**config.mk**
```make
export PLATFORM = sky130hd
export DESIGN_NAME = sclk_gen_ctrl
export DESIGN_NICKNAME = d
export VERILOG_FILES = /design/src/rtl/sclk_gen_ctrl.sv
export SDC_FILE = /design/constraint.sdc
export NUM_CORES = 1
export LEC_CHECK = 0
export BUFFER_PORTS_ARGS = -buffer_cell sky130_fd_sc_hd__buf_2
export CAP_MARGIN = 5
export CORE_MARGIN = 2
export CORE_UTILIZATION = 53
export CTS_CLUSTER_DIAMETER = 40
export DETAILED_ROUTE_END_ITERATION = 16
export PLACE_DENSITY_LB_ADDON = 0.3
export SYNTH_ARGS = -nofsm -noshare
export SYNTH_HDL_FRONTEND = slang
export SYNTH_SLANG_ARGS = --single-unit
```
**constraint.sdc**
```tcl
create_clock -name clk -period 1.8 [get_ports clk]
set_input_delay 0.18 -clock clk [delete_from_list [all_inputs] [get_ports clk]]
set_output_delay 0.18 -clock clk [all_outputs]
set_load 0.05 [all_outputs]
```
**src/rtl/sclk_gen_ctrl.sv**
```systemverilog
`default_nettype none
// ============================================================================
// Module      : sclk_gen_ctrl
// Description : Run-time controller for the slow-clock divider. Produces a
//               50% duty sclk and a one-cycle tick on each sclk rise. Runs
//               either continuously or for a fixed number of full periods.
//               A new divisor arrives over a valid/ready handshake and is
//               applied only on a full-period boundary (the falling edge of
//               sclk) or while idle, so sclk never emits a short phase.
// Revision    : 1.0 - initial release
// ============================================================================
module sclk_gen_ctrl #(
  parameter int CNT_W       = 16,
  parameter int DEFAULT_DIV = 24414,
  parameter int BURST_W     = 8
) (
  input  logic               clk,
  input  logic               rst_n,
  input  logic               cfg_valid,
  output logic               cfg_ready,
  input  logic [CNT_W-1:0]   cfg_div,
  input  logic               start,
  input  logic               mode,
  input  logic [BURST_W-1:0] burst_len,
  input  logic               stop,
  output logic               sclk,
  output logic               tick,
  output logic               busy,
  output logic               done
);

  typedef enum logic [1:0] {
    IDLE      = 2'd0,
    RUN       = 2'd1,
    BURST     = 2'd2,
    STOP_PEND = 2'd3
  } state_t;

  localparam logic [CNT_W-1:0]   C_CNT_ONE   = {{(CNT_W-1){1'b0}}, 1'b1};
  localparam logic [BURST_W-1:0] C_BURST_ONE = {{(BURST_W-1){1'b0}}, 1'b1};
  localparam logic [CNT_W-1:0]   C_DIV_RST   = CNT_W'(DEFAULT_DIV);

  state_t             state_q, state_d;
  logic [CNT_W-1:0]   cnt_q, cnt_d;
  logic [CNT_W-1:0]   div_q, div_d;
  logic               pend_q, pend_d;
  logic [CNT_W-1:0]   pend_div_q, pend_div_d;
  logic [BURST_W-1:0] rem_q, rem_d;
  logic               sclk_q, sclk_d;
  logic               tick_q, tick_d;
  logic               done_q, done_d;
  logic               busy_q, busy_d;
  logic               cfg_ready_q, cfg_ready_d;

  logic               w_half_end;
  logic               w_fpb;
  logic               w_accept;
  logic               w_apply;

  // Next-state logic: divisor handshake, half-period counting and run sequencing
  always_comb begin
    state_d    = state_q;
    cnt_d      = cnt_q;
    div_d      = div_q;
    pend_d     = pend_q;
    pend_div_d = pend_div_q;
    rem_d      = rem_q;
    sclk_d     = sclk_q;
    tick_d     = 1'b0;
    done_d     = 1'b0;

    w_half_end = (cnt_q == div_q);
    // Full-period boundary: the half period that ends here is the high one
    w_fpb      = (state_q != IDLE) && w_half_end && sclk_q;
    w_accept   = cfg_valid && cfg_ready_q;
    // A value accepted on this edge is not yet in pend_q, so an FPB on the
    // acceptance edge naturally leaves it for the following boundary
    w_apply    = pend_q && ((state_q == IDLE) || w_fpb);

    if (w_apply) begin
      div_d  = pend_div_q;
      pend_d = 1'b0;
    end
    if (w_accept) begin
      pend_d     = 1'b1;
      pend_div_d = cfg_div;
    end

    case (state_q)
      IDLE: begin
        cnt_d  = '0;
        sclk_d = 1'b0;
        if (start) begin
          if (!mode) begin
            state_d = RUN;
          end else if (burst_len != '0) begin
            state_d = BURST;
            rem_d   = burst_len;
          end else begin
            done_d = 1'b1;
          end
        end
      end
      default: begin
        if (stop && (state_q != STOP_PEND) && !sclk_q) begin
          // Low phase: abandon it at once so no partial high phase appears
          state_d = IDLE;
          cnt_d   = '0;
          sclk_d  = 1'b0;
          done_d  = 1'b1;
        end else if (w_half_end) begin
          cnt_d  = '0;
          sclk_d = ~sclk_q;
          if (!sclk_q) begin
            tick_d = 1'b1;
          end else begin
            if (state_q == BURST) begin
              rem_d = rem_q - C_BURST_ONE;
            end
            if ((state_q == STOP_PEND) || stop ||
                ((state_q == BURST) && (rem_q == C_BURST_ONE))) begin
              state_d = IDLE;
              done_d  = 1'b1;
            end
          end
        end else begin
          cnt_d = cnt_q + C_CNT_ONE;
          // Only reachable in the high phase: finish it, then stop at the fall
          if (stop && (state_q != STOP_PEND)) begin
            state_d = STOP_PEND;
          end
        end
      end
    endcase

    busy_d      = (state_d != IDLE);
    cfg_ready_d = ~pend_d;
  end

  // State and registered outputs
  always_ff @(posedge clk or negedge rst_n) begin
    if (!rst_n) begin
      state_q     <= IDLE;
      cnt_q       <= '0;
      div_q       <= C_DIV_RST;
      pend_q      <= 1'b0;
      pend_div_q  <= '0;
      rem_q       <= '0;
      sclk_q      <= 1'b0;
      tick_q      <= 1'b0;
      done_q      <= 1'b0;
      busy_q      <= 1'b0;
      cfg_ready_q <= 1'b1;
    end else begin
      state_q     <= state_d;
      cnt_q       <= cnt_d;
      div_q       <= div_d;
      pend_q      <= pend_d;
      pend_div_q  <= pend_div_d;
      rem_q       <= rem_d;
      sclk_q      <= sclk_d;
      tick_q      <= tick_d;
      done_q      <= done_d;
      busy_q      <= busy_d;
      cfg_ready_q <= cfg_ready_d;
    end
  end

  assign sclk      = sclk_q;
  assign tick      = tick_q;
  assign busy      = busy_q;
  assign done      = done_q;
  assign cfg_ready = cfg_ready_q;

endmodule
`default_nettype wire

```
Word level (Yosys, flattened, before mapping)

Index checks and enable logic that the tools add are counted.
W data, S select, Z words.

Register bits after elaboration: 64
Bits of input ports: 30
Output and inout port bits: 5
Logic and storage cells: 81

$add $sub $neg: 2
Equal/unequal tests: 9
Multiplexer cells: 37
Bitwise logic cells: 2
Reduce and logical (&&, ||, !) cells: 20

Operators by type and width:

| cell                    | count |
|---|---|
| $mux W8                 | 8 |
| $mux W16                | 3 |
| $mux W2                 | 9 |
| $mux W1                 | 17 |
| $add A16 B1 Y16 const B | 1 |
| $eq A16 B16 Y1          | 1 |
| $reduce_bool A2 Y1      | 5 |
| $eq A8 B1 Y1 const B    | 1 |
| $ne A2 B2 Y1 const B    | 4 |
| $reduce_bool A8 Y1      | 1 |
| $sub A8 B1 Y8 const B   | 1 |
| $logic_and A1 B1 Y1     | 7 |
| $reduce_and A7 Y1       | 1 |
| $eq A2 B2 Y1 const B    | 2 |
| $logic_or A1 B1 Y1      | 3 |
| $reduce_bool A3 Y1      | 1 |
| $logic_not A2 Y1        | 1 |
| $ne A2 B1 Y1 const B    | 1 |
| $not A1 Y1              | 2 |
| $logic_not A1 Y1        | 1 |

Depth between registers and ports, before layout

Gate-level depths: netlist of the first run.

Depth in word-level cells: 9
Depth in mapped cells: 7
Mapped depth without buffers: 6

Worst setup path before layout of the first run

No wires, ideal clock.

Path kind: reg-to-reg
Start: register div_q[9]
End: register state_q[0]
Arrival time: 1.721 ns
Required time: 1.674 ns
Setup slack: -0.047 ns
Stages on the path, launching flop included: 7
Path buffers: 1
Clock period less this slack: 1.847 ns
Cells stage by stage: dfstp_2 > xor2_1 > nor4_1 > and4_4 > buf_6 > o22ai_1 > a221o_1

Cells in the longest elaborated chain, start to end: 4

RTL lines:

| item                     | RTL line | source |
|---|---|---|
| start: declaration       | 45       | `logic [CNT_W-1:0] div_q, div_d;` |
| start signal: assignment | 157      | `div_q <= div_d;` |
| $eq A16 B16 Y1           | 72       | `w_half_end = (cnt_q == div_q);` |
| $mux W2                  | 111      | `end else if (w_half_end) begin` |
| $mux W2                  | 105      | `if (stop && (state_q != STOP_PEND) && !sclk_q) begin` |
| $mux W2                  | 89       | `case (state_q)` |
| via state_d[0]           | 43       | `state_t state_q, state_d;` |
| end signal: assignment   | 155      | `state_q <= state_d;` |
| end: declaration         | 43       |  |

The timed path passes the listed nets, and every way through them passes these cells.
A chain may end at the register's enable or synchronous reset.

Worst setup path after layout of the first run

Start: register div_q[0]
End: register cnt_q[15]

Cells in the longest elaborated chain, start to end: 4

RTL lines:

| item                   | RTL line | source |
|---|---|---|
| $eq A16 B16 Y1         | 72       |  |
| $mux W16               | 111      |  |
| $mux W16               | 105      |  |
| $mux W16               | 89       |  |
| via cnt_d[15]          | 44       | `logic [CNT_W-1:0] cnt_q, cnt_d;` |
| end signal: assignment | 156      | `cnt_q <= cnt_d;` |
| end: declaration       | 44       |  |

The timed path passes the listed nets, and every way through them passes these cells.

==> qor.log, run 1 <==
INFO  routing        maxUsedRoutingLayer=met4
INFO  clocking       clock-root-buffer=sky130_fd_sc_hd__clkbuf_8
INFO  synth          synth_ff_type=sky130_fd_sc_hd__dfrtp_1
INFO  sta            hold_viol=0
INFO  status         violations=negative setup slack
INFO  sta            fmax=0.488GHz
INFO  placed_design  detailed_placement_wirelength_estimate=5910microns
INFO  die            floorplan.die_area=7480squm
INFO  global_route   global_route.overflow_total=0
INFO  routing        vias_per_cell=6.13
INFO  synth          postSynth.asyncResetShare=1.00
INFO  routing        detail_route.wl_per_cell=18.0microns
INFO  clocking       h-tree-depth=3
INFO  worst_setup_path crit_path_cell_trace=xor2_1 -> nor4_2 -> buf_4 -> and4_4 -> or3_4 -> clkbuf_16 -> nor2_2
INFO  sta            finalSetupViolations=48
INFO  global_route   grt_pass1_vias=3,117
INFO  final_layout   layout.nets=480
INFO  routing        detailed_route_wirelength_on_metal3=466microns
INFO  sta            postLayoutSetupSlackWorst=-249ps
INFO  die            floorplan.core_area=6680squm
INFO  power          vdd.ir_drop.worst=1.08mV
INFO  synth          postSynthRegisterBits=64
INFO  sta            final.period_utilization=1.14
INFO  synth          synth.top_cells.by_area=sky130_fd_sc_hd__dfrtp_1, sky130_fd_sc_hd__dfstp_2, sky130_fd_sc_hd__xor2_1
INFO  sta            fin_skew=7.73ps
INFO  routing        wirelength_met1=4260microns
INFO  global_route   initial_antenna_violation_count=0
INFO  die            floorplan.die.width=86.5microns
INFO  clocking       clock_buffer_count_from_cts=9
INFO  synth          syn_area=3600squm
INFO  worst_setup_path setup.worst_path.start_class=register
INFO  placed_design  placed_cells_incl_taps=509
INFO  die            start_util=0.540
INFO  worst_setup_path worstPathMaxFanout=8
INFO  worst_setup_path cp.arrival=2290ps
INFO  die            io-pin-count=35
INFO  power          power.density=1590nW/um^2
INFO  global_route   grt_use_total=0.254
INFO  worst_setup_path crit_buf_inv=2
INFO  routing        detail-route-antenna-nets=0
INFO  routing        drt_first_pass_iters=4
INFO  synth          number_of_synthesized_flops_with_an_enable_pin=0
INFO  routing        routed_wl=9580microns
INFO  synth          synth.most_common_cell=sky130_fd_sc_hd__dfrtp_1
INFO  placed_design  placement.io_buffers=34
INFO  clocking       worstSkewPairLatency=340ps
INFO  routing        initialDrtViolationCount=248
INFO  synth          syn_avg_cell_area=9.80squm
INFO  synth          synth-warning-count=0
INFO  flow_run       max_cap_viol_count=0
INFO  synth          synth_top_cell_by_area=sky130_fd_sc_hd__dfrtp_1
INFO  clocking       cts.clk_slew.worst_paths=80ps
INFO  clocking       tritoncts=done
INFO  status         status=finished with violations
INFO  clocking       max-clock-path-buffers=2
INFO  synth          synthDistinctLibCells=56
INFO  worst_setup_path setup.worst_path.end_class=register
INFO  worst_setup_path critPathSlowestCell=sky130_fd_sc_hd__dfrtp_1
INFO  final_layout   final_cell_area=4740squm
INFO  worst_setup_path timing.critical_path.max_delay_family=simple AND/OR/NAND/NOR gates
INFO  routing        dr_total_vias=3,263
INFO  final_layout   drive_above_1_share=0.416
INFO  die            rows=30
INFO  die            dieHeight=86.5microns
INFO  power          p_leak=1.96nW
INFO  clocking       clock_sink_count=64
INFO  final_layout   flow.area_growth_from_synthesis=31.6%
INFO  worst_setup_path critical_path_class=reg2reg
INFO  sta            timing.final.crit_period=2050ps
INFO  global_route   wire_length_of_the_first_global_routing_pass=15,000microns
INFO  placed_design  placedInstanceArea=4180squm
INFO  sta            rsz_0062_raised_after_global_routing=true
INFO  placed_design  place.gp.congestion=0.899
INFO  routing        met2RoutedLength=4600microns
INFO  worst_setup_path r2r_slack=-250ps
INFO  synth          fraction_of_synthesized_cell_area_taken_by_the_top_area_cell_type=0.361
INFO  synth          netlist_top_cells_count=sky130_fd_sc_hd__dfrtp_1, sky130_fd_sc_hd__nand2_1, sky130_fd_sc_hd__nor2_1, sky130_fd_sc_hd__nand4_1, sky130_fd_sc_hd__xor2_1
INFO  worst_setup_path crit_path_max_incr_delay=430ps
INFO  synth          number_of_instances_in_the_synthesized_netlist=368
INFO  global_route   largest_net_degree_at_the_start_of_global_routing=65
INFO  worst_setup_path critPathRequiredTime=2040ps
INFO  routing        detail_route.drc_violations=0
INFO  sta            tightest_slew=457ps
INFO  synth          ys_seq_area_frac=0.448
INFO  sta            max-slew-margin-rel=0.695
INFO  synth          mappedNetlistNets=401
INFO  final_layout   layout.cells.non_filler=532
INFO  worst_hold_path hold_path.class=in2reg
INFO  sta            drv_slew=0
INFO  final_layout   n_antenna_cell=0
worst paths after layout:
| check | start | endpoint | depth (start not counted) |
|---|---|---|---|
| max | div_q[0] | cnt_q[15] | 7 |
| min | cfg_div[9] | pend_div_q[9] | 2 |
| max reg2reg | div_q[0] | cnt_q[15] | 7 |
| min reg2reg | pend_div_q[5] | pend_div_q[5] | 1 |
| max in group asynchronous | rst_n | div_q[4] | 3 |
| min in group asynchronous | rst_n | done | 3 |
cell usage in the layout (no fill, tap or decap), types with 5 or more instances in the layout:
master	count
sky130_fd_sc_hd__o211ai_1	17
sky130_fd_sc_hd__buf_4	46
sky130_fd_sc_hd__mux2_2	16
sky130_fd_sc_hd__buf_6	7
sky130_fd_sc_hd__nor2b_1	16
sky130_fd_sc_hd__clkbuf_8	9
sky130_fd_sc_hd__buf_2	34
sky130_fd_sc_hd__a31oi_1	16
sky130_fd_sc_hd__nand2_1	33
sky130_fd_sc_hd__nand4_1	25
sky130_fd_sc_hd__xnor2_1	5
sky130_fd_sc_hd__nor2_1	15
sky130_fd_sc_hd__dfrtp_1	52
sky130_fd_sc_hd__inv_1	10
sky130_fd_sc_hd__nand3_1	7
sky130_fd_sc_hd__dfstp_2	12
sky130_fd_sc_hd__nor2_4	6
sky130_fd_sc_hd__a21oi_1	6
sky130_fd_sc_hd__xor2_1	21
sky130_fd_sc_hd__nor2_2	11
where the power goes:
part,total [mW],switching [mW],leakage [nW],internal [mW]
sequential,2.56,0.478,0.781,2.08
clock,1.41,0.614,0.111,0.796
combinational,3.55,1.95,1.07,1.61
total,7.52,3.04,1.96,4.49
logic make-up (layout without fill, tap and decap cells):
| logic type | after synthesis | count (layout) | share of synthesized area |
|---|---|---|---|
| compound gates | 71 | 71 | 0.150 |
| xor+xnor | 30 | 30 | 0.0729 |
| mux | 19 | 19 | 0.0597 |
| fa+ha+maj | 4 | 4 | 0.0132 |
| buf+inv | 35 | 118 | 0.0434 |
| flops | 64 | 64 | 0.448 |
| simple gates | 145 | 146 | 0.212 |
per-layer routing:
layer | up-vias | GRT usage
met2 | 119 | 0.393
met1 | 1608 | 0.353
met3 | 22 | 0.0505
met4 | 0 | 0.0952
li1 | 1514 | -
met5 | - | 0
state kept, by name, summed over array words and instances, names as in the netlist:
register    flops
pend_q          1
sclk            1
rem_q           8
tick            1
pend_div_q     16
cnt_q          16
state_q         2
done            1
cfg_ready       1
div_q          16
busy            1
worst register-to-register path, cell delays in order (launching register included):
cell and delay (ps):
sky130_fd_sc_hd__dfrtp_1 430, sky130_fd_sc_hd__xor2_1 220, sky130_fd_sc_hd__nor4_2 350, sky130_fd_sc_hd__buf_4 190, sky130_fd_sc_hd__and4_4 320, sky130_fd_sc_hd__or3_4 210
sky130_fd_sc_hd__clkbuf_16 180, sky130_fd_sc_hd__nor2_2 50
per-stage QoR:
step / TNS, ps / setup WS (ps) / hold slack (ps) / util / power, mW
after global routing: -12070 / -326 / 45.2 / 0.710 / 7.97
after global placement: -1810 / -110 / 216 / 0.626 / 5.47
after detailed placement: -5700 / -194 / 220 / 0.626 / 5.61
final: -8370 / -249 / 60.2 / 0.710 / 7.52
after floorplan: 0 / 2.56 / -116 / - / 4.55
after CTS: -3360 / -123 / 50.0 / 0.676 / 7.14
final cells by class:
class,instances,area [sq um]
multi-input combinational,270,2070
fill,480,1940
sequential,64,1620
timing repair buffer,92,689
clock buffer,9,124
clock inverter,7,103
tap,80,100
inverter,10,37.5
what timing repair did:
item,CTS,global route
pin swaps,14,30
hold buffers,1,0
buffers inserted,4,1
resized for setup,13,44
gates cloned,1,1
endpoints found under the hold margin,52,0
setup endpoints to repair,47,48
(Power assumes the default switching activity.)
==> run 2, diff against run 1 <==
CORE_MARGIN = default   (was 2)
==> qor.log, run 2 (same netlist as run 1, synthesis figures left out) <==
INFO  status         status=finished with violations [unchanged]
INFO  status         violations=design-rule violations, negative setup slack [was negative setup slack]
INFO  clocking       h-tree-depth=3 [unchanged]
INFO  global_route   grt_pass1_vias=3,090 [was 3,117]
INFO  placed_design  place.gp.congestion=0.895 [was 0.899]
INFO  global_route   wire_length_of_the_first_global_routing_pass=15,300microns [was 15,000 microns]
INFO  worst_setup_path r2r_start=div_q[2] [was div_q[0]]
INFO  worst_setup_path critPathSlowestCell=sky130_fd_sc_hd__dfstp_2 [was sky130_fd_sc_hd__dfrtp_1]
INFO  final_layout   layout.nets=477 [was 480]
INFO  worst_hold_path hold_path.class=in2reg [unchanged]
INFO  clocking       cts.clk_slew.worst_paths=90ps [was 80 ps]
INFO  die            rows=29 [was 30]
INFO  clocking       clock_buffer_count_from_cts=9 [unchanged]
INFO  die            floorplan.core_area=6460squm [was 6680 sq um]
INFO  clocking       clock-root-buffer=sky130_fd_sc_hd__clkbuf_8 [unchanged]
INFO  clocking       worstSkewPairLatency=350ps [was 340 ps]
INFO  sta            hold_viol=0 [unchanged]
INFO  die            start_util=0.558 [was 0.540]
INFO  sta            fmax=0.512GHz [was 0.488 GHz]
INFO  final_layout   layout_commonest_cell=sky130_fd_sc_hd__dfrtp_1 [unchanged]
INFO  worst_setup_path crit_buf_inv=1 [was 2]
INFO  worst_hold_path hold_path_startpoint=cfg_div[0] [was cfg_div[9]]
INFO  global_route   initial_antenna_violation_count=0 [unchanged]
INFO  sta            fin_skew=12.1ps [was 7.73 ps]
INFO  sta            tightest_slew=468ps [was 457 ps]
INFO  worst_setup_path crit_path_max_incr_delay=560ps [was 430 ps]
INFO  die            floorplan.die.width=84.5microns [was 86.5 microns]
INFO  final_layout   layout.cells.non_filler=526 [was 532]
INFO  routing        detail_route.wl_per_cell=18.2microns [was 18.0 microns]
INFO  worst_setup_path setup.worst_path.start_class=register [unchanged]
INFO  worst_setup_path critPathRequiredTime=2040ps [about the same]
INFO  placed_design  placed_cells_incl_taps=502 [was 509]
INFO  clocking       max-clock-path-buffers=2 [unchanged]
INFO  global_route   largest_net_degree_at_the_start_of_global_routing=65 [unchanged]
INFO  global_route   global_route.overflow_total=0 [unchanged]
INFO  placed_design  detailed_placement_wirelength_estimate=6000microns [was 5910 microns]
INFO  clocking       clock_sink_count=64 [unchanged]
INFO  power          power.density=1610nW/um^2 [was 1590 nW/um^2]
INFO  die            dieHeight=84.5microns [was 86.5 microns]
INFO  worst_setup_path timing.critical_path.max_delay_family=simple AND/OR/NAND/NOR gates [unchanged]
INFO  routing        detail_route.drc_violations=2 [was 0]
INFO  die            io-pin-count=35 [unchanged]
INFO  final_layout   final_cell_area=4740squm [about the same]
INFO  worst_setup_path critical_path_class=reg2reg [unchanged]
INFO  placed_design  placement.io_buffers=34 [unchanged]
INFO  final_layout   largest_registers=cnt_q x16, div_q x16, pend_div_q x16 [unchanged]
INFO  sta            finalSetupViolations=44 [was 48]
INFO  sta            final.period_utilization=1.09 [was 1.14]
INFO  routing        initialDrtViolationCount=167 [was 248]
INFO  routing        vias_per_cell=6.11 [was 6.13]
INFO  worst_setup_path worstPathMaxFanout=8 [unchanged]
INFO  placed_design  place_ws=-189ps [was -194 ps]
INFO  worst_setup_path crit_path_cell_trace=xor2_1 -> nor4_2 -> and4_4 -> or3_4 -> clkbuf_16 -> nor2_2 [was xor2_1 -> nor4_2 -> buf_4 -> and4_4 -> or3_4 -> clkbuf_16 -> nor2_2]
INFO  routing        detail-route-antenna-nets=0 [unchanged]
INFO  sta            max-slew-margin-rel=0.688 [was 0.695]
INFO  sta            timing.final.crit_period=1950ps [was 2050 ps]
INFO  global_route   grt_use_total=0.278 [was 0.254]
INFO  clocking       tritoncts=done [unchanged]
INFO  placed_design  placedInstanceArea=4150squm [was 4180 sq um]
INFO  worst_setup_path cp.arrival=2190ps [was 2290 ps]
INFO  final_layout   layout_common_cells=sky130_fd_sc_hd__dfrtp_1, sky130_fd_sc_hd__buf_4, sky130_fd_sc_hd__buf_2, sky130_fd_sc_hd__nand2_1, sky130_fd_sc_hd__nand4_1 [unchanged]
INFO  final_layout   drive_above_1_share=0.414 [was 0.416]
INFO  final_layout   n_antenna_cell=0 [unchanged]
INFO  die            floorplan.die_area=7140squm [was 7480 sq um]
INFO  routing        dr_total_vias=3,212 [was 3,263]
INFO  worst_setup_path startpoint=div_q[2] [was div_q[0]]
INFO  sta            postLayoutSetupSlackWorst=-153ps [was -249 ps]
INFO  sta            fin_hold_ws=57.0ps [was 60.2 ps]
INFO  power          power.total=7.61mW [was 7.52 mW]
INFO  routing        routed_wl=9550microns [was 9580 microns]
INFO  sta            rsz_0062_raised_after_global_routing=true [unchanged]
INFO  worst_setup_path setup.worst_path.end_class=register [unchanged]
INFO  sta            drv_slew=0 [unchanged]
INFO  power          p_leak=1.96nW [about the same]
INFO  flow_run       max_cap_viol_count=0 [unchanged]
INFO  routing        drt_first_pass_iters=11 [was 4]
INFO  final_layout   flow.area_growth_from_synthesis=31.4% [was 31.6%]
INFO  power          vdd.ir_drop.worst=1.21mV [was 1.08 mV]
[run 2: metrics by stage]
step            util  TNS, ps
6_report       0.734    -4310
5_1_grt        0.734    -8870
4_1_cts        0.693    -3120
3_5_place_dp   0.643    -5300
3_3_place_gp   0.643    -1940
2_1_floorplan      -        0
[run 2: repair_timing]
action,CTS,global route
endpoints found under the hold margin,52,0
endpoints found under the setup margin,47,48
pin swaps,9,24
setup buffers,2,4
hold buffers,1,0
cloned,1,1
gates resized for setup,15,45
[run 2: path summary, 6_finish.rpt]
path                                 end  slack (ps)  depth (start not counted)
hold / removal             pend_div_q[0]          60                          2
hold reg to reg                div_q[10]         520                          2
min in group asynchronous           done         390                          3
setup / recovery                cnt_q[5]        -150                          6
setup reg to reg                cnt_q[5]        -150                          6
max in group asynchronous       div_q[6]        1080                          3
[run 2: report_power, final]
group	switching, mW	leakage, nW	internal [mW]
Combinational	1.95	1.07	1.62
Sequential	0.524	0.779	2.08
Clock	0.637	0.110	0.794
[run 2: metal layers]
layer  part of all wire  routed length (microns)  track usage
met1               0.42                     4050        0.387
met2               0.49                     4700        0.436
met3              0.065                      619       0.0688
met4              0.019                      178       0.0817
met5                  0                        0            0
[run 2: final cells by class]
cell class / count / area (sq um)
multi-input combinational: 270 / 2100
clock inverter: 7 / 103
clock buffer: 9 / 124
sequential: 64 / 1620
inverter: 10 / 37.5
timing repair buffer: 89 / 659
tap: 77 / 96.3
fill: 478 / 1720
[run 2: worst reg2reg max path: cells and delay by family (launching register included)]
kind                   cells  cell delay, ps
XOR/XNOR                   1              90
buffers and inverters      1             190
flip-flops                 1             560
AND/OR/NAND/NOR            4            1010
==> run 3, diff against run 2 <==
ABC_AREA = 1   (was default)
==> qor.log, run 3 <==
INFO  routing        detail_route.drc_violations=0 [was 2]
INFO  placed_design  place_ws=25.8ps [was -189 ps]
INFO  final_layout   final_core_utilization=0.680 [was 0.734]
INFO  final_layout   flow.area_growth_from_synthesis=22.3% [was 31.4%]
INFO  final_layout   final_cell_area=4100squm [was 4740 sq um]
INFO  sta            rsz_0062_raised_after_global_routing=true [unchanged]
INFO  die            io-pin-count=35 [unchanged]
INFO  synth          synthDistinctLibCells=30 [was 56]
INFO  sta            tightest_slew=341ps [was 468 ps]
INFO  status         status=finished with violations [unchanged]
INFO  worst_setup_path critPathRequiredTime=2030ps [was 2040 ps]
INFO  synth          number_of_synthesized_flops_with_an_enable_pin=0 [unchanged]
INFO  die            floorplan.core_area=6030squm [was 6460 sq um]
INFO  synth          synth.top_cells.by_area=sky130_fd_sc_hd__dfrtp_1, sky130_fd_sc_hd__nand2_1, sky130_fd_sc_hd__dfstp_2 [was sky130_fd_sc_hd__dfrtp_1, sky130_fd_sc_hd__dfstp_2, sky130_fd_sc_hd__xor2_1]
INFO  worst_setup_path critical_path_class=reg2reg [unchanged]
INFO  routing        detail-route-antenna-nets=0 [unchanged]
INFO  synth          synth_top_cell_by_area=sky130_fd_sc_hd__dfrtp_1 [unchanged]
INFO  synth          number_of_instances_in_the_synthesized_netlist=399 [was 368]
INFO  sta            postLayoutSetupSlackWorst=-27.6ps [was -153 ps]
INFO  sta            fin_tns_setup=-155ps [was -4310 ps]
INFO  synth          synth.most_common_cell=sky130_fd_sc_hd__nand2_1 [was sky130_fd_sc_hd__dfrtp_1]
INFO  final_layout   sequential_standard_cell_area=1620squm [about the same]
INFO  final_layout   layout.nets=495 [was 477]
INFO  clocking       worstSkewPairLatency=340ps [was 350 ps]
INFO  synth          synth_compound_area_frac=0.114 [was 0.150]
INFO  final_layout   multiInputGateArea=1530squm [was 2100 sq um]
INFO  worst_setup_path startpoint=div_q[4] [was div_q[2]]
INFO  synth          netlist_top_cells_count=sky130_fd_sc_hd__nand2_1, sky130_fd_sc_hd__dfrtp_1, sky130_fd_sc_hd__inv_1, sky130_fd_sc_hd__nor2_1, sky130_fd_sc_hd__o21ai_0 [was sky130_fd_sc_hd__dfrtp_1, sky130_fd_sc_hd__nand2_1, sky130_fd_sc_hd__nor2_1, sky130_fd_sc_hd__nand4_1, sky130_fd_sc_hd__xor2_1]
INFO  sta            final.period_utilization=1.02 [was 1.09]
INFO  worst_setup_path cp.arrival=2060ps [was 2190 ps]
INFO  placed_design  placedInstanceArea=3690squm [was 4150 sq um]
INFO  sta            finalSetupViolations=12 [was 44]
INFO  placed_design  place.gp.congestion=0.851 [was 0.895]
INFO  die            floorplan.die_area=6650squm [was 7140 sq um]
INFO  global_route   grt_pass1_vias=2,487 [was 3,090]
INFO  worst_setup_path r2r_slack=-30ps [was -150 ps]
INFO  synth          synthSimpleGateAreaFrac=0.240 [was 0.212]
INFO  routing        vias_per_cell=4.99 [was 6.11]
INFO  synth          syn_avg_cell_area=8.40squm [was 9.80 sq um]
INFO  synth          postSynthRegisterBits=64 [unchanged]
INFO  global_route   initial_antenna_violation_count=0 [unchanged]
INFO  worst_setup_path critPathSlowestCell=sky130_fd_sc_hd__dfstp_2 [unchanged]
INFO  die            dieHeight=81.5microns [was 84.5 microns]
INFO  worst_setup_path setup.worst_path.start_class=register [unchanged]
INFO  clocking       clock-root-buffer=sky130_fd_sc_hd__clkbuf_8 [unchanged]
INFO  final_layout   layout_common_cells=sky130_fd_sc_hd__nand2_1, sky130_fd_sc_hd__dfrtp_1, sky130_fd_sc_hd__inv_1, sky130_fd_sc_hd__buf_2, sky130_fd_sc_hd__nor2_1 [was sky130_fd_sc_hd__dfrtp_1, sky130_fd_sc_hd__buf_4, sky130_fd_sc_hd__buf_2, sky130_fd_sc_hd__nand2_1, sky130_fd_sc_hd__nand4_1]
INFO  worst_hold_path hold_path_startpoint=cfg_div[13] [was cfg_div[0]]
INFO  final_layout   drive_above_1_share=0.385 [was 0.414]
INFO  routing        dr_total_vias=2,703 [was 3,212]
INFO  global_route   largest_net_degree_at_the_start_of_global_routing=65 [unchanged]
INFO  clocking       clock_sink_count=64 [unchanged]
INFO  synth          mappedNetlistNets=432 [was 401]
INFO  clocking       h-tree-depth=3 [unchanged]
INFO  sta            max-slew-margin-rel=0.773 [was 0.688]
INFO  worst_setup_path worstPathMaxFanout=7 [was 8]
INFO  synth          post_synth_fa_ha_maj_area_fraction=0.0112 [was 0.0132]
INFO  final_layout   largest_registers=cnt_q x16, div_q x16, pend_div_q x16 [unchanged]
INFO  die            rows=28 [was 29]
INFO  routing        detail_route.wl_per_cell=12.5microns [was 18.2 microns]
INFO  die            floorplan.die.width=81.5microns [was 84.5 microns]
INFO  clocking       clock_buffer_count_from_cts=9 [unchanged]
INFO  sta            drv_slew=0 [unchanged]
INFO  sta            hold_viol=0 [unchanged]
INFO  clocking       cts.clk_slew.worst_paths=60ps [was 90 ps]
INFO  synth          main_combinational_cell_family_by_area_after_synthesis=simple AND/OR/NAND/NOR gates [unchanged]
INFO  power          vdd.ir_drop.worst=1.30mV [was 1.21 mV]
INFO  power          power.density=1670nW/um^2 [was 1610 nW/um^2]
INFO  global_route   wire_length_of_the_first_global_routing_pass=10,600microns [was 15,300 microns]
INFO  worst_hold_path hold_path.class=in2reg [unchanged]
INFO  final_layout   n_antenna_cell=0 [unchanged]
INFO  worst_setup_path most_frequent_cp_cell=sky130_fd_sc_hd__nand2_4
INFO  routing        drt_first_pass_iters=4 [was 11]
INFO  routing        initialDrtViolationCount=136 [was 167]
INFO  sta            timing.final.crit_period=1830ps [was 1950 ps]
INFO  synth          synth_ff_type=sky130_fd_sc_hd__dfrtp_1 [unchanged]
INFO  clocking       max-clock-path-buffers=2 [unchanged]
INFO  worst_setup_path crit_path_max_incr_delay=540ps [was 560 ps]
INFO  clocking       tritoncts=done [unchanged]
INFO  synth          synth-xor-area-share=0.0105 [was 0.0729]
INFO  synth          post_synth_mux_area_share=0.0538 [was 0.0597]
INFO  worst_setup_path r2r_start=div_q[4] [was div_q[2]]
INFO  final_layout   layout_commonest_cell=sky130_fd_sc_hd__nand2_1 [was sky130_fd_sc_hd__dfrtp_1]
INFO  flow_run       max_cap_viol_count=0 [unchanged]
INFO  synth          postSynth.asyncResetShare=1.00 [unchanged]
INFO  die            start_util=0.556 [was 0.558]
INFO  power          power.total=6.84mW [was 7.61 mW]
INFO  worst_setup_path setup.worst_path.end_class=register [unchanged]
INFO  synth          syn_area=3350squm [was 3600 sq um]
INFO  synth          ys_seq_area_frac=0.482 [was 0.448]
INFO  placed_design  placement.io_buffers=34 [unchanged]
INFO  sta            fmax=0.547GHz [was 0.512 GHz]
INFO  placed_design  detailed_placement_wirelength_estimate=4500microns [was 6000 microns]
INFO  final_layout   nFillCells=500 [was 478]
INFO  synth          synth-warning-count=0 [unchanged]
INFO  sta            fin_skew=13.1ps [was 12.1 ps]
INFO  global_route   global_route.overflow_total=0 [unchanged]
INFO  power          p_leak=1.98nW [was 1.96 nW]
INFO  routing        routed_wl=6780microns [was 9550 microns]
INFO  status         violations=negative setup slack [was design-rule violations, negative setup slack]
INFO  worst_setup_path crit_path_cell_trace=inv_2 -> nand2_1 -> nand2_1 -> nor2_2 -> nand2_2 -> nor2_4 -> nand2_4 -> nand2_4 -> nand2_4 -> nor2_8 -> clkbuf_16 -> o21ai_2 [was xor2_1 -> nor4_2 -> and4_4 -> or3_4 -> clkbuf_16 -> nor2_2]
INFO  synth          fraction_of_synthesized_cell_area_taken_by_the_top_area_cell_type=0.388 [was 0.361]
INFO  global_route   grt_use_total=0.217 [was 0.278]
==> run 3: worst paths after layout <==
| path | cells after the start | endpoint |
|---|---|---|
| max in group asynchronous | 3 | div_q[10] |
| min | 2 | pend_div_q[13] |
| max | 12 | div_q[15] |
| min in group asynchronous | 3 | done |
| min reg2reg | 2 | div_q[6] |
| max reg2reg | 12 | div_q[15] |
==> run 3: metal layers <==
layer	vias to the layer above	global-route usage	wire, microns
met4	0	0.116	154
met2	57	0.353	3350
li1	1381	-	-
met1	1252	0.272	3040
met5	-	0	0
met3	13	0.0433	242
==> run 3: layout make-up <==
class | instances | area share
Sequential cell | 64 | 0.395
Multi-Input combinational cell | 265 | 0.372
Timing Repair Buffer | 58 | 0.107
Inverter | 64 | 0.0592
Clock buffer | 12 | 0.0330
Tap cell | 75 | 0.0229
Clock inverter | 4 | 0.0110
==> run 3: timing repair <==
| action | CTS | global route |
|---|---|---|
| buffers inserted | 0 | 10 |
| hold buffers | 1 | 0 |
| hold endpoints to repair | 52 | 0 |
| endpoints found under the setup margin | 0 | 26 |
| gates resized for setup | 0 | 39 |
==> run 3: cells by family after synthesis <==
kind of cell    Yosys count
fa+ha+maj                 3
compound gates           62
buf+inv                  70
flops                    64
xor+xnor                  4
simple gates            180
mux                      16
==> run 3: power by group <==
group          switching (mW)  total [mW]  internal, mW  leakage [nW]
Combinational            1.83        3.23          1.40          1.10
Clock                   0.527        1.16         0.634        0.0941
Sequential              0.383        2.45          2.07         0.785
Total                    2.74        6.84          4.10          1.98
==> run 3: stage by stage <==
step                      cells  hold WS [ps]
after CTS                   530          58.3
after global placement      513           221
final                       542          68.3
after global routing        542          64.4
after detailed placement    513           221
after floorplan             399          -116
==> run 3: critical path, delay by kind of cell, from the launching register on <==
| kind | cells | cell delay (ps) |
|---|---|---|
| simple gates | 9 | 880 |
| flops | 1 | 540 |
| buf+inv | 2 | 230 |
| compound gates | 1 | 50 |
